`config.mk`:
```
export PLATFORM = sky130hd
export DESIGN_NAME = layer_sequencer_flat
export DESIGN_NICKNAME = d
export VERILOG_FILES = /design/src/rtl/layer_sequencer_pkg.sv /design/src/rtl/layer_sequencer_if.sv /design/src/rtl/layer_sequencer_config_rom.sv /design/src/rtl/layer_sequencer.sv /design/src/flat_wrapper.sv
export SDC_FILE = /design/constraint.sdc
export NUM_CORES = 1
export LEC_CHECK = 0
export CAP_MARGIN = 20
export CELL_PAD_IN_SITES_DETAIL_PLACEMENT = 0
export CELL_PAD_IN_SITES_GLOBAL_PLACEMENT = 1
export CORE_MARGIN = 2
export CORE_UTILIZATION = 30
export CTS_CLUSTER_SIZE = 20
export DETAILED_ROUTE_END_ITERATION = 16
export PLACE_DENSITY = 0.83
export SLEW_MARGIN = 5
export SYNTH_ARGS = -nofsm -noshare
export SYNTH_HDL_FRONTEND = slang
export SYNTH_SLANG_ARGS = --single-unit
```
`constraint.sdc`:
```
create_clock -name clk -period 3.3 [get_ports clk]
set_input_delay 0.825 -clock clk [delete_from_list [all_inputs] [get_ports clk]]
set_output_delay 0.825 -clock clk [all_outputs]
set_load 0.01 [all_outputs]
```
`src/rtl/layer_sequencer_pkg.sv`:
```
// Shared encodings, widths and the network layer table for the layer sequencer.
package layer_sequencer_pkg;

    localparam int NUM_LAYERS_DEF  = 5;
    localparam int LAYER_NUM_W     = 3;
    localparam int FM_SIZE_W       = 8;
    localparam int KERNEL_SIZE_W   = 8;
    localparam int KERNEL_NUM_W    = 8;
    localparam int PADDING_NUM_W   = 4;
    localparam int POOL_SIZE_W     = 4;

    typedef enum logic [1:0] {
        LT_PREP = 2'd0,
        LT_CONV = 2'd1,
        LT_POOL = 2'd2,
        LT_FC   = 2'd3
    } layer_type_e;

    typedef enum logic [1:0] {
        ACT_NONE = 2'd0,
        ACT_RELU = 2'd1
    } act_e;

    typedef enum logic {
        POOL_MAX = 1'b0,
        POOL_AVG = 1'b1
    } pool_e;

    typedef enum logic [2:0] {
        ST_IDLE = 3'd0,
        ST_LOAD = 3'd1,
        ST_RUN  = 3'd2,
        ST_NEXT = 3'd3,
        ST_DONE = 3'd4
    } seq_state_e;

    typedef struct packed {
        layer_type_e                layer_type;
        logic [FM_SIZE_W-1:0]       fm_size;
        logic [KERNEL_SIZE_W-1:0]   fm_depth;
        logic [FM_SIZE_W-1:0]       fm_size_out;
        logic [PADDING_NUM_W-1:0]   padding_out;
        logic [KERNEL_NUM_W-1:0]    kernel_num;
        logic [KERNEL_SIZE_W-1:0]   kernel_size;
        pool_e                      pool_type;
        logic [POOL_SIZE_W-1:0]     pool_win_size;
        act_e                       activation;
    } layer_cfg_t;

    localparam layer_cfg_t CFG_ZERO = '0;

    localparam layer_cfg_t L0_CFG = '{layer_type: LT_PREP, fm_size: 8'd28, fm_depth: 8'd1,
        fm_size_out: 8'd28, padding_out: 4'd0, kernel_num: 8'd0, kernel_size: 8'd0,
        pool_type: POOL_MAX, pool_win_size: 4'd0, activation: ACT_NONE};
    localparam layer_cfg_t L1_CFG = '{layer_type: LT_CONV, fm_size: 8'd28, fm_depth: 8'd1,
        fm_size_out: 8'd24, padding_out: 4'd0, kernel_num: 8'd20, kernel_size: 8'd5,
        pool_type: POOL_MAX, pool_win_size: 4'd0, activation: ACT_RELU};
    localparam layer_cfg_t L2_CFG = '{layer_type: LT_CONV, fm_size: 8'd24, fm_depth: 8'd20,
        fm_size_out: 8'd20, padding_out: 4'd0, kernel_num: 8'd20, kernel_size: 8'd5,
        pool_type: POOL_MAX, pool_win_size: 4'd0, activation: ACT_RELU};
    localparam layer_cfg_t L3_CFG = '{layer_type: LT_POOL, fm_size: 8'd20, fm_depth: 8'd20,
        fm_size_out: 8'd10, padding_out: 4'd0, kernel_num: 8'd20, kernel_size: 8'd0,
        pool_type: POOL_MAX, pool_win_size: 4'd2, activation: ACT_NONE};
    localparam layer_cfg_t L4_CFG = '{layer_type: LT_FC, fm_size: 8'd10, fm_depth: 8'd20,
        fm_size_out: 8'd1, padding_out: 4'd0, kernel_num: 8'd10, kernel_size: 8'd10,
        pool_type: POOL_MAX, pool_win_size: 4'd0, activation: ACT_NONE};

endpackage

```
`src/rtl/layer_sequencer_if.sv`:
```
// Control handshake and per-layer configuration bundle between the sequencer and its neighbours.
interface layer_sequencer_if import layer_sequencer_pkg::*; #(
    parameter int LAYER_NUM_WIDTH   = LAYER_NUM_W,
    parameter int FM_SIZE_WIDTH     = FM_SIZE_W,
    parameter int KERNEL_SIZE_WIDTH = KERNEL_SIZE_W,
    parameter int KERNEL_NUM_WIDTH  = KERNEL_NUM_W,
    parameter int PADDING_NUM_WIDTH = PADDING_NUM_W,
    parameter int POOL_SIZE_WIDTH   = POOL_SIZE_W
);
    logic                           transmission_start;
    logic                           init_fm_ram_ready;
    logic                           init_weight_ram_ready;
    logic                           layer_ready;

    logic                           init;
    logic                           layer_start;
    logic [LAYER_NUM_WIDTH-1:0]     layer_num;
    logic [1:0]                     layer_type;
    logic [1:0]                     pre_layer_type;
    logic [FM_SIZE_WIDTH-1:0]       fm_size;
    logic [FM_SIZE_WIDTH-1:0]       fm_size_out;
    logic [KERNEL_SIZE_WIDTH-1:0]   fm_depth;
    logic [KERNEL_SIZE_WIDTH-1:0]   kernel_size;
    logic [KERNEL_NUM_WIDTH-1:0]    kernel_num;
    logic [PADDING_NUM_WIDTH-1:0]   padding_out;
    logic                           pool_type;
    logic [POOL_SIZE_WIDTH-1:0]     pool_win_size;
    logic [1:0]                     activation;
    logic                           busy;
    logic                           net_done;

    modport master (
        input  transmission_start, init_fm_ram_ready, init_weight_ram_ready, layer_ready,
        output init, layer_start, layer_num, layer_type, pre_layer_type, fm_size, fm_size_out,
               fm_depth, kernel_size, kernel_num, padding_out, pool_type, pool_win_size,
               activation, busy, net_done
    );

    modport slave (
        output transmission_start, init_fm_ram_ready, init_weight_ram_ready, layer_ready,
        input  init, layer_start, layer_num, layer_type, pre_layer_type, fm_size, fm_size_out,
               fm_depth, kernel_size, kernel_num, padding_out, pool_type, pool_win_size,
               activation, busy, net_done
    );
endinterface

```
`src/rtl/layer_sequencer_config_rom.sv`:
```
// Combinational network table: layer index in, configuration bundle out (zeros off the end).
module layer_config_rom import layer_sequencer_pkg::*; #(
    parameter int LAYER_NUM_WIDTH = LAYER_NUM_W
) (
    input  logic [LAYER_NUM_WIDTH-1:0] layer_num,
    output layer_cfg_t                 cfg
);
    always_comb begin
        cfg = CFG_ZERO;
        case (int'(layer_num))
            0:       cfg = L0_CFG;
            1:       cfg = L1_CFG;
            2:       cfg = L2_CFG;
            3:       cfg = L3_CFG;
            4:       cfg = L4_CFG;
            default: cfg = CFG_ZERO;
        endcase
    end
endmodule

```
`src/rtl/layer_sequencer.sv`:
```
// Walks the network table one layer at a time, presenting registered config and start pulses.
//   state | meaning
//   IDLE  | waiting for transmission_start
//   LOAD  | config registered, layer_start (and init for layer 0) asserted
//   RUN   | waiting for the current layer's completion
//   NEXT  | advance layer index or finish
//   DONE  | net_done held until transmission_start drops
module layer_sequencer import layer_sequencer_pkg::*; #(
    parameter int NUM_LAYERS        = NUM_LAYERS_DEF,
    parameter int LAYER_NUM_WIDTH   = LAYER_NUM_W,
    parameter int FM_SIZE_WIDTH     = FM_SIZE_W,
    parameter int KERNEL_SIZE_WIDTH = KERNEL_SIZE_W,
    parameter int KERNEL_NUM_WIDTH  = KERNEL_NUM_W,
    parameter int PADDING_NUM_WIDTH = PADDING_NUM_W,
    parameter int POOL_SIZE_WIDTH   = POOL_SIZE_W
) (
    input  logic                clk,
    input  logic                rst,
    layer_sequencer_if.master   bus
);
    localparam logic [LAYER_NUM_WIDTH-1:0] LAST_LAYER = LAYER_NUM_WIDTH'(NUM_LAYERS - 1);

    seq_state_e                  state, state_next;
    logic [LAYER_NUM_WIDTH-1:0]  layer_num_q, layer_num_next;
    layer_type_e                 pre_type_q, pre_type_next;
    layer_cfg_t                  cfg_q, rom_cfg;
    logic                        layer_start_q, init_q, busy_q, net_done_q;
    logic                        layer_complete;

    // The ROM looks ahead at the index being entered so config lands together with LOAD.
    layer_config_rom #(.LAYER_NUM_WIDTH(LAYER_NUM_WIDTH)) u_rom (
        .layer_num (layer_num_next),
        .cfg       (rom_cfg)
    );

    always_comb begin
        state_next     = state;
        layer_num_next = layer_num_q;
        pre_type_next  = pre_type_q;
        layer_complete = (cfg_q.layer_type == LT_PREP) ?
                         (bus.init_fm_ram_ready & bus.init_weight_ram_ready) : bus.layer_ready;
        case (state)
            ST_IDLE: begin
                if (bus.transmission_start) begin
                    state_next     = ST_LOAD;
                    layer_num_next = '0;
                    pre_type_next  = LT_PREP;
                end
            end
            ST_LOAD: state_next = ST_RUN;
            ST_RUN: begin
                if (layer_complete) state_next = ST_NEXT;
            end
            ST_NEXT: begin
                if (layer_num_q == LAST_LAYER) begin
                    state_next = ST_DONE;
                end else begin
                    state_next     = ST_LOAD;
                    pre_type_next  = cfg_q.layer_type;
                    layer_num_next = layer_num_q + LAYER_NUM_WIDTH'(1);
                end
            end
            ST_DONE: begin
                if (!bus.transmission_start) state_next = ST_IDLE;
            end
            default: state_next = ST_IDLE;
        endcase
    end

    always_ff @(posedge clk) begin
        if (rst) begin
            state         <= ST_IDLE;
            layer_num_q   <= '0;
            pre_type_q    <= LT_PREP;
            cfg_q         <= CFG_ZERO;
            layer_start_q <= 1'b0;
            init_q        <= 1'b0;
            busy_q        <= 1'b0;
            net_done_q    <= 1'b0;
        end else begin
            state         <= state_next;
            layer_num_q   <= layer_num_next;
            pre_type_q    <= pre_type_next;
            if (state_next == ST_LOAD) cfg_q <= rom_cfg;
            layer_start_q <= (state_next == ST_LOAD);
            init_q        <= (state_next == ST_LOAD) && (layer_num_next == '0);
            busy_q        <= (state_next == ST_LOAD) || (state_next == ST_RUN) ||
                             (state_next == ST_NEXT);
            net_done_q    <= (state_next == ST_DONE);
        end
    end

    assign bus.init           = init_q;
    assign bus.layer_start    = layer_start_q;
    assign bus.busy           = busy_q;
    assign bus.net_done       = net_done_q;
    assign bus.layer_num      = layer_num_q;
    assign bus.pre_layer_type = pre_type_q;
    assign bus.layer_type     = cfg_q.layer_type;
    assign bus.fm_size        = FM_SIZE_WIDTH'(cfg_q.fm_size);
    assign bus.fm_size_out    = FM_SIZE_WIDTH'(cfg_q.fm_size_out);
    assign bus.fm_depth       = KERNEL_SIZE_WIDTH'(cfg_q.fm_depth);
    assign bus.kernel_size    = KERNEL_SIZE_WIDTH'(cfg_q.kernel_size);
    assign bus.kernel_num     = KERNEL_NUM_WIDTH'(cfg_q.kernel_num);
    assign bus.padding_out    = PADDING_NUM_WIDTH'(cfg_q.padding_out);
    assign bus.pool_type      = cfg_q.pool_type;
    assign bus.pool_win_size  = POOL_SIZE_WIDTH'(cfg_q.pool_win_size);
    assign bus.activation     = cfg_q.activation;
endmodule

```
`src/flat_wrapper.sv`:
```
// flat-port wrapper written by rule: the top's interface ports become plain ports
module layer_sequencer_flat import layer_sequencer_pkg::*;
#(
    parameter int NUM_LAYERS        = NUM_LAYERS_DEF,
    parameter int LAYER_NUM_WIDTH   = LAYER_NUM_W,
    parameter int FM_SIZE_WIDTH     = FM_SIZE_W,
    parameter int KERNEL_SIZE_WIDTH = KERNEL_SIZE_W,
    parameter int KERNEL_NUM_WIDTH  = KERNEL_NUM_W,
    parameter int PADDING_NUM_WIDTH = PADDING_NUM_W,
    parameter int POOL_SIZE_WIDTH   = POOL_SIZE_W
)
  (clk, rst, bus_transmission_start, bus_init_fm_ram_ready, bus_init_weight_ram_ready, bus_layer_ready, bus_init, bus_layer_start, bus_layer_num, bus_layer_type, bus_pre_layer_type, bus_fm_size, bus_fm_size_out, bus_fm_depth, bus_kernel_size, bus_kernel_num, bus_padding_out, bus_pool_type, bus_pool_win_size, bus_activation, bus_busy, bus_net_done);
  layer_sequencer_if #(.LAYER_NUM_WIDTH(LAYER_NUM_WIDTH), .FM_SIZE_WIDTH(FM_SIZE_WIDTH), .KERNEL_SIZE_WIDTH(KERNEL_SIZE_WIDTH), .KERNEL_NUM_WIDTH(KERNEL_NUM_WIDTH), .PADDING_NUM_WIDTH(PADDING_NUM_WIDTH), .POOL_SIZE_WIDTH(POOL_SIZE_WIDTH)) bus_i ();
  input  logic clk;
  input  logic rst;
  input wire logic [$bits(bus_i.transmission_start)-1:0] bus_transmission_start;
  input wire logic [$bits(bus_i.init_fm_ram_ready)-1:0] bus_init_fm_ram_ready;
  input wire logic [$bits(bus_i.init_weight_ram_ready)-1:0] bus_init_weight_ram_ready;
  input wire logic [$bits(bus_i.layer_ready)-1:0] bus_layer_ready;
  output wire logic [$bits(bus_i.init)-1:0] bus_init;
  output wire logic [$bits(bus_i.layer_start)-1:0] bus_layer_start;
  output wire logic [$bits(bus_i.layer_num)-1:0] bus_layer_num;
  output wire logic [$bits(bus_i.layer_type)-1:0] bus_layer_type;
  output wire logic [$bits(bus_i.pre_layer_type)-1:0] bus_pre_layer_type;
  output wire logic [$bits(bus_i.fm_size)-1:0] bus_fm_size;
  output wire logic [$bits(bus_i.fm_size_out)-1:0] bus_fm_size_out;
  output wire logic [$bits(bus_i.fm_depth)-1:0] bus_fm_depth;
  output wire logic [$bits(bus_i.kernel_size)-1:0] bus_kernel_size;
  output wire logic [$bits(bus_i.kernel_num)-1:0] bus_kernel_num;
  output wire logic [$bits(bus_i.padding_out)-1:0] bus_padding_out;
  output wire logic [$bits(bus_i.pool_type)-1:0] bus_pool_type;
  output wire logic [$bits(bus_i.pool_win_size)-1:0] bus_pool_win_size;
  output wire logic [$bits(bus_i.activation)-1:0] bus_activation;
  output wire logic [$bits(bus_i.busy)-1:0] bus_busy;
  output wire logic [$bits(bus_i.net_done)-1:0] bus_net_done;
  assign bus_i.transmission_start = bus_transmission_start;
  assign bus_i.init_fm_ram_ready = bus_init_fm_ram_ready;
  assign bus_i.init_weight_ram_ready = bus_init_weight_ram_ready;
  assign bus_i.layer_ready = bus_layer_ready;
  assign bus_init = bus_i.init;
  assign bus_layer_start = bus_i.layer_start;
  assign bus_layer_num = bus_i.layer_num;
  assign bus_layer_type = bus_i.layer_type;
  assign bus_pre_layer_type = bus_i.pre_layer_type;
  assign bus_fm_size = bus_i.fm_size;
  assign bus_fm_size_out = bus_i.fm_size_out;
  assign bus_fm_depth = bus_i.fm_depth;
  assign bus_kernel_size = bus_i.kernel_size;
  assign bus_kernel_num = bus_i.kernel_num;
  assign bus_padding_out = bus_i.padding_out;
  assign bus_pool_type = bus_i.pool_type;
  assign bus_pool_win_size = bus_i.pool_win_size;
  assign bus_activation = bus_i.activation;
  assign bus_busy = bus_i.busy;
  assign bus_net_done = bus_i.net_done;
  layer_sequencer #(.NUM_LAYERS(NUM_LAYERS), .LAYER_NUM_WIDTH(LAYER_NUM_WIDTH), .FM_SIZE_WIDTH(FM_SIZE_WIDTH), .KERNEL_SIZE_WIDTH(KERNEL_SIZE_WIDTH), .KERNEL_NUM_WIDTH(KERNEL_NUM_WIDTH), .PADDING_NUM_WIDTH(PADDING_NUM_WIDTH), .POOL_SIZE_WIDTH(POOL_SIZE_WIDTH)) u_core (.clk(clk), .rst(rst), .bus(bus_i));
endmodule
```
Word level (Yosys, flattened, before mapping) --
Cells that the tools add are included.
Cells by class: add/subtract/negate cells 1, multipliers 0, divide/modulo/power cells 0, magnitude comparators 0, eq/ne operators 15, shift-type cells 0, muxes and demuxes 13, bitwise operators 1, reduce and logical (&&, ||, !) cells 8
Operator list (number):
- 53-bit case mux with 5 select lines | 1
- 3-bit by 2-bit equality test with 1-bit output, second input constant | 6
- 3-bit two-way mux | 6
- 3-bit case mux with 5 select lines | 1
- 3-bit equality test, second input constant | 4
- 3-bit by 1-bit equality test with 1-bit output, second input constant | 3
- 3-bit zero test | 2
- 3-bit case mux with 2 select lines | 1
- 2-bit two-way mux | 2
- 2-bit != test, second input constant | 2
- 2-bit case mux with 2 select lines | 1
- 3-bit by 1-bit adder with 3-bit output, second input constant | 1
- 3-bit AND reduction | 1
- 2-bit zero test | 1
- 1-bit logical OR | 2
- 2-bit nonzero test | 1
- 1-bit AND | 1
- 1-bit logical AND | 1
- 1-bit two-way mux | 1
Word-level totals: flip-flop bits (word level) 65, latch bits 0, RAM bits 0, bits in read-only memories 0, output and inout bits 62, word-level logic and storage cells 55, memories 0

Longest topological paths before layout --
Gate-level depths: netlist of run 1.
word-level depth 7, gate-level depth with buffers 9, mapped depth without buffers 7

Cells and area by module --
Synthesis of run 1 repeated with hierarchy kept, for this count alone.
Second synthesis, totals: cell total of the unflattened synthesis 349, area, all modules 3104.2 µm²
Modules (own cells, without submodules):
- layer_sequencer | times used 1, cells an instance 287, area each 2683.8 µm², sequential area each 1301.2 µm²
- layer_config_rom | times used 1, cells an instance 62, area each 420.4 µm², sequential area each 0.0 µm²

Worst setup path after synthesis of run 1 --
OpenSTA, ideal clock, no wires.
path kind input -> register, from input bus_transmission_start, to register u_core.cfg_q (netlist bit u_core.bus.layer_type[1]), setup time 0.075 ns, arrival 2.092 ns, setup slack 1.133 ns, stages 6, buffers on the path 1, cells stage by stage nor3b_2 a31oi_1 or2_0 buf_2 or4_4 a31oi_2
Between the ends: word-level cells in the longest chain between the ends 4, elaborated cells between the ends (all ways) 12
Ends and longest elaborated chain:
- start: declaration | line flat_wrapper.sv:16 | input wire logic [$bits(bus_i.transmission_start)-1:0] bus_transmission_start;
- 3-bit two-way mux | line layer_sequencer.sv:44 | if (bus.transmission_start) begin
- 3-bit case mux with 2 select lines | line layer_sequencer.sv:42 | case (state)
- 3-bit equality test, or another cell as far along | line layer_sequencer_config_rom.sv:10 | case (int'(layer_num))
- 53-bit case mux with 5 select lines | line layer_sequencer_config_rom.sv:10
- end signal: assignment | line layer_sequencer.sv:84 | if (state_next == ST_LOAD) cfg_q <= rom_cfg;
- end: declaration | line layer_sequencer.sv:26 | layer_cfg_t cfg_q, rom_cfg;
Parallel ways exist; a longest one is shown, timed or not. A chain may end at the register's enable or synchronous reset.

Final worst setup path of run 1 --
Ends and elaborated chain as after synthesis.

==> results of run 1 <==
==> through the flow <==
stage,instance area (sq um),util (%),setup slack (ps)
floorplan,1500,-,1130
global placement,1620,36.7,582
detailed placement,1620,36.7,527
CTS,1670,37.8,817
global route,1670,37.8,695
finish,1670,37.8,818
==> routing by layer <==
layer / track usage (%) / vias to the layer above / share of wire [%]
met2: 17.8 / 47 / 47
li1: - / 535 / -
met1: 14.6 / 514 / 45
met3: 1.67 / 4 / 5.8
met5: 0 / - / 0
met4: 5.66 / 0 / 1.8
==> tightest hold or removal path: stages, from the launching register on <==
cell	delay, ps
dfxtp_1	320
nand2_1	50
a21oi_1	50
==> sequential cells by signal, indices dropped and copies added, names as in the netlist <==
signal                     flops
u_core.bus.fm_size             4
u_core.bus.fm_size_out         3
u_core.bus.layer_num           3
u_core.state                   3
u_core.bus.fm_depth            2
u_core.bus.layer_type          2
u_core.bus.pre_layer_type      2
u_core.bus.busy                1
u_core.bus.init                1
u_core.bus.kernel_num          1
u_core.bus.kernel_size         1
u_core.bus.layer_start         1
u_core.bus.net_done            1
==> power breakdown <==
part / switching (uW) / internal, uW / leakage [uW]
combinational: 93.4 / 83.5 / 0.000439
sequential: 20.4 / 326 / 0.000205
clock: 99.1 / 84.5 / 0.0000255
total: 213 / 494 / 0.000669
==> placed cells by master (no fill, tap or decap), types with 2 or more instances in the layout <==
cell type / n
nor2_1: 11
buf_4: 3
a21oi_1: 13
clkdlybuf4s50_1: 38
a21o_1: 2
nor3b_2: 2
nor3_1: 2
clkbuf_8: 3
conb_1: 29
nand3_1: 7
xnor2_1: 2
and3_1: 2
a31oi_1: 3
ha_1: 2
dfxtp_1: 25
inv_1: 3
nand2_1: 15
o31ai_1: 2
o21ai_0: 4
a211o_1: 3
==> cell families after synthesis <==
kind of cell / synth area share [%]
other: 0.270
DFF: 36.0
AOI/OAI and AO/OA: 17.8
buffers and inverters: 25.5
xor gates and xnor gates: 1.26
adders and majority gates: 1.80
and+or+nand+nor: 17.4
==> layout make-up <==
| cell class | count | area share [%] |
|---|---|---|
| clock buffer | 3 | 2.48 |
| clock inverter | 1 | 0.300 |
| inverter | 3 | 0.676 |
| multi-input combinational | 115 | 38.4 |
| sequential | 25 | 30.0 |
| tap | 52 | 3.90 |
| timing repair buffer | 41 | 24.2 |
==> worst paths after layout <==
path	from	to	slack (ps)	cells after the start
worst min-delay path	u_core.bus.fm_size_out[2]	u_core.bus.fm_size_out[2]	460	2
worst min register to register	u_core.bus.fm_size_out[2]	u_core.bus.fm_size_out[2]	460	2
worst max-delay path	bus_transmission_start	u_core.bus.layer_type[1]	820	6
worst max register to register	u_core.bus.layer_num[0]	u_core.bus.layer_type[1]	1080	7
==> flow_metrics.py, run 1 <==
metrics = {
    "synthesis": {
        "synth_top_area_share_pct": 36.0,
        "synth_most_common_cell": "buf_4",
        "ys_seq_area_share_pct": 36.0,
        "ys_warn_count": 0,
        "syn_inst": 163,
        "synth_top_area_cell": "dfxtp_1",
        "syn_avg_cell_area_sq_um": 8.54,
        "synth_edf_count": 0,
        "ys_ff_latch": 25,
        "syn_area_sq_um": 1390,
        "yosys-top-cells-area": "dfxtp_1 36%, buf_4 22%, a21oi_1 4.7%, nand2_1 4.0%, nor2_1 3.0%",
        "synth.distinct_cells": 38,
        "synth_flop_cell": "dfxtp_1",
        "synth-async-reset-ratio_pct": 0,
        "yosys-top-cells-count": "40 x buf_4, 25 x dfxtp_1, 15 x nand2_1",
    },
    "finish": {
        "final_cells": 240,
        "area_delta_synth_final_pct": 19.8,
        "num_antenna_cells": 0,
        "drive_gt1_share_pct": 8.51,
        "nNetsFinal": 197,
        "fill_cells": 477,
        "seqCellArea_sq_um": 500,
        "multi_input_area_sq_um": 641,
    },
    "flow_run": {
        "maxCapViolCount": 0,
    },
    "worst_setup_path": {
        "path_buf_inv": 1,
        "crit_path_max_fanout": 6,
        "crit_path_end_kind": "flop",
        "crit_chain": "clkdlybuf4s50_1 -> nor3b_2 -> a31oi_1 -> or2_0 -> or4_4 -> a31oi_2",
        "critical_path_class": "input pin to flop",
        "startpoint_type": "input pin",
        "cpPeakStageDelay_ps": 590,
        "cp_top_family": "simple AND/OR/NAND/NOR gates",
        "slowest_stage": "or4_4",
        "arrival_ps": 2690,
        "cp_data_required_time_ps": 3500,
    },
    "floorplanning": {
        "core_area_sq_um": 4410,
        "num_rows": 24,
        "fp.dieArea_sq_um": 5200,
        "dieWidth_microns": 72.1,
        "ios": 68,
        "start_util_pct": 31.5,
        "die_h_microns": 72.1,
    },
    "detailed_routing": {
        "wirelength_microns": 2850,
        "vias": 1100,
        "drc": 0,
        "first_pass_iters": 4,
        "drtIter0Drc": 31,
        "wl_per_cell_microns": 11.9,
        "postRouteAntennaNets": 0,
        "vias_per_cell": 4.58,
    },
    "clocking": {
        "clk_pin_slew_ps": 90,
        "clk-insertion-delay-late_ps": 270,
        "h-tree-depth": 1,
        "cts_resized": 0,
        "post-cts-setup-buffers": 0,
        "cts_hold_buf": 0,
        "clock-sinks": 25,
        "cts-root-buf": "clkbuf_8",
        "cts_made_buffers": 3,
        "tritoncts": "yes",
        "cts_buffer_depth": 2,
    },
    "grt": {
        "grt_use_total_pct": 11.2,
        "grt_pass1_wl_microns": 4670,
        "grt_max_degree": 15,
        "first_global_vias": 979,
        "antenna_found_initial": 0,
        "overflow": 0,
    },
    "timing": {
        "tns_ps": 0,
        "fin_crit_ps": 2480,
        "hold_violations": 0,
        "holdWs_ps": 459,
        "fmax_ghz": 0.403,
        "worst_pin_slew_ps": 571,
        "finalCritPeriodShare_pct": 75.2,
        "rsz0062_at_grt": "no",
        "setup_violations": 0,
        "clock_skew_ps": 2.05,
        "finalMaxSlewViolations": 0,
        "relSlewSlack_pct": 61.8,
    },
    "power": {
        "total_power_uw": 707,
        "ir_drop_v": 0.000155,
        "p_leak_uw": 0.000669,
        "power_density_nw_per_um2": 424,
    },
    "placement": {
        "post-dp-hpwl_microns": 2130,
        "dp_cells": 236,
        "io_buffers": 38,
        "gp_congestion": 0.737,
    },
    "min_path": {
        "hold_class": "flop to flop",
    },
    "run_status": {
        "status": "finished clean",
    },
}
Note: power is estimated with default switching activity, not from simulation.
==> inputs of run 2 (changes only) <==
--- a/config.mk
+++ b/config.mk
@@ -9,10 +9,10 @@
 export CELL_PAD_IN_SITES_DETAIL_PLACEMENT = 0
 export CELL_PAD_IN_SITES_GLOBAL_PLACEMENT = 1
 export CORE_MARGIN = 2
-export CORE_UTILIZATION = 30
+export CORE_UTILIZATION = 28
 export CTS_CLUSTER_SIZE = 20
 export DETAILED_ROUTE_END_ITERATION = 16
-export PLACE_DENSITY = 0.83
+export PLACE_DENSITY = 0.78
 export SLEW_MARGIN = 5
 export SYNTH_ARGS = -nofsm -noshare
 export SYNTH_HDL_FRONTEND = slang
==> constraint.sdc (replaced) <==
create_clock -name clk -period 2.35 [get_ports clk]
set_input_delay 0.5875 -clock clk [delete_from_list [all_inputs] [get_ports clk]]
set_output_delay 0.5875 -clock clk [all_outputs]
set_load 0.01 [all_outputs]
==> run 2 against run 1 <==
Effect of this change: die area increased by 6.7%; global-route usage down 0.64 points; core utilization fell by 0.89 points; cell area rose by 5.2%; register-to-register slack worse by 770 ps; flip-flop and latch count did not move; clock skew increased by 1.0 ps; combinational power is 53% higher; worst setup slack got worse by 650 ps; first-iteration DRC count rose by 65%; cell count is 10% higher; critical path depth is 1 higher; critical path type unchanged.
==> flow_metrics.py, run 2 (synthesis results as in run 1) <==
metrics = {
    "run_status": {
        "status": "finished clean",
    },
    "clocking": {
        "cts-root-buf": "clkbuf_8",
        "clk-insertion-delay-late_ps": 270,
        "clk_pin_slew_ps": 80,
        "h-tree-depth": 1,
        "post-cts-setup-buffers": 0,
        "cts_resized": 0,
        "tritoncts": "yes",
        "clock-sinks": 25,
        "cts_hold_buf": 0,
        "cts_buffer_depth": 2,
        "cts_made_buffers": 3,
    },
    "grt": {
        "met3_usage_pct": 3.79,
        "first_global_vias": 948,
        "grt_max_degree": 19,
        "grt.busiest_layer": "met2",
        "grt_use_met2_pct": 16.9,
        "grt_pass1_wl_microns": 4460,
        "overflow": 0,
        "use_met1_pct": 13.6,
        "antenna_found_initial": 0,
        "grt_use_total_pct": 10.5,
    },
    "min_path": {
        "min_path_cells": 2,
        "min_from": "u_core.bus.pre_layer_type[0]",
        "hold_end": "u_core.bus.pre_layer_type[0]",
        "hold_class": "flop to flop",
    },
    "worst_setup_path": {
        "crit_path_end_kind": "flop",
        "path_buf_inv": 2,
        "crit_chain": "clkdlybuf4s50_1 -> nor4b_2 -> buf_4 -> nor2_1 -> nand2_1 -> or4_4 -> a31oi_2",
        "critical_path_class": "input pin to flop",
        "rr_worst_depth": 7,
        "cp_data_required_time_ps": 2550,
        "r2r-end": "u_core.bus.layer_type[1]",
        "cp_top_family": "simple AND/OR/NAND/NOR gates",
        "slowest_stage": "or4_4",
        "reg2reg_slack_ps": 310,
        "reg2reg_from": "u_core.bus.layer_num[0]",
        "arrival_ps": 2380,
        "startpoint_type": "input pin",
        "cpPeakStageDelay_ps": 550,
        "crit_path_max_fanout": 8,
    },
    "detailed_routing": {
        "drtIter0Drc": 51,
        "vias_per_cell": 4.17,
        "drc": 0,
        "wirelength_microns": 2880,
        "first_pass_iters": 4,
        "wl_per_cell_microns": 10.9,
        "vias": 1102,
        "postRouteAntennaNets": 0,
    },
    "finish": {
        "final_cell_area_sq_um": 1750,
        "layout_common_cells": "38 x clkdlybuf4s50_1, 29 x conb_1, 25 x dfxtp_1, 15 x nand2_1, 13 x a21oi_1",
        "nNetsFinal": 206,
        "num_antenna_cells": 0,
        "drive_gt1_share_pct": 12.7,
        "fin_util_pct": 36.9,
        "largest_reg_flops": 4,
        "mostFrequentLayoutCell": "clkdlybuf4s50_1",
        "area_delta_synth_final_pct": 26.0,
    },
    "placement": {
        "post-dp-hpwl_microns": 2170,
        "io_buffers": 38,
        "gp_congestion": 0.821,
        "placed_cell_area_sq_um": 1710,
    },
    "timing": {
        "setup_violations": 0,
        "hold_violations": 0,
        "clock_skew_ps": 3.06,
        "tns_ps": 0,
        "fmax_ghz": 0.458,
        "fin_crit_ps": 2190,
        "finalCritPeriodShare_pct": 93.0,
        "rsz0062_at_grt": "no",
        "finalMaxSlewViolations": 0,
    },
    "floorplanning": {
        "num_rows": 25,
        "start_util_pct": 29.3,
        "ios": 68,
        "fp.dieArea_sq_um": 5550,
        "core_area_sq_um": 4750,
        "dieWidth_microns": 74.5,
        "die_h_microns": 74.5,
    },
    "power": {
        "p_leak_uw": 0.000712,
        "power_density_nw_per_um2": 574,
        "ir_drop_v": 0.000357,
        "total_power_uw": 1010,
    },
    "flow_run": {
        "maxCapViolCount": 0,
    },
}
## run 2: how the worst max path moves through the flow
stage                             from                       end  cells past startpoint
2_1_floorplan  u_core.bus.layer_num[0]  u_core.bus.layer_type[1]                      8
3_3_place_gp    bus_transmission_start  u_core.bus.layer_type[1]                      7
3_5_place_dp    bus_transmission_start  u_core.bus.layer_type[1]                      7
4_1_cts         bus_transmission_start  u_core.bus.layer_type[1]                      7
5_1_grt         bus_transmission_start  u_core.bus.layer_type[1]                      7
6_report        bus_transmission_start  u_core.bus.layer_type[1]                      7
## run 2: area by class of cell
cell class              instances  area [sq um]
fillers                       527          3000
multi-input cells             115           641
flip-flops and latches         25           500
repair buffers                 50           470
well taps                      67          83.8
clock buffers                   3          41.3
inverters                       3          11.3
clock inverters                 1          5.00
## run 2: power by group
part / internal (uW) / total [uW] / switching, uW
clock: 118 / 249 / 131
combinational: 136 / 271 / 135
sequential: 458 / 485 / 27.4
total: 713 / 1010 / 293
## run 2: per-stage QoR
stage	setup slack, ps	hold WS, ps	std cells
final	165	454	264
after global routing	26.9	477	264
after CTS	157	460	264
after detailed placement	-99.4	447	260
after global placement	-61.5	443	260
after floorplan	303	476	191
## run 2: metal layers
| layer | part of all wire, % | vias to the layer above |
|---|---|---|
| li1 | - | 555 |
| met1 | 45 | 496 |
| met2 | 47 | 49 |
| met3 | 7.4 | 2 |
| met4 | 0.66 | 0 |
| met5 | 0 | - |
## run 2: worst register-to-register path, delay by kind of cell, from the launching register on
family / cells / cell delay, ps
AO/OA/AOI/OAI: 2 / 280
flip-flops: 1 / 430
AND/OR/NAND/NOR: 3 / 960
buffers and inverters: 1 / 80
adder cells (fa/ha/maj): 1 / 230
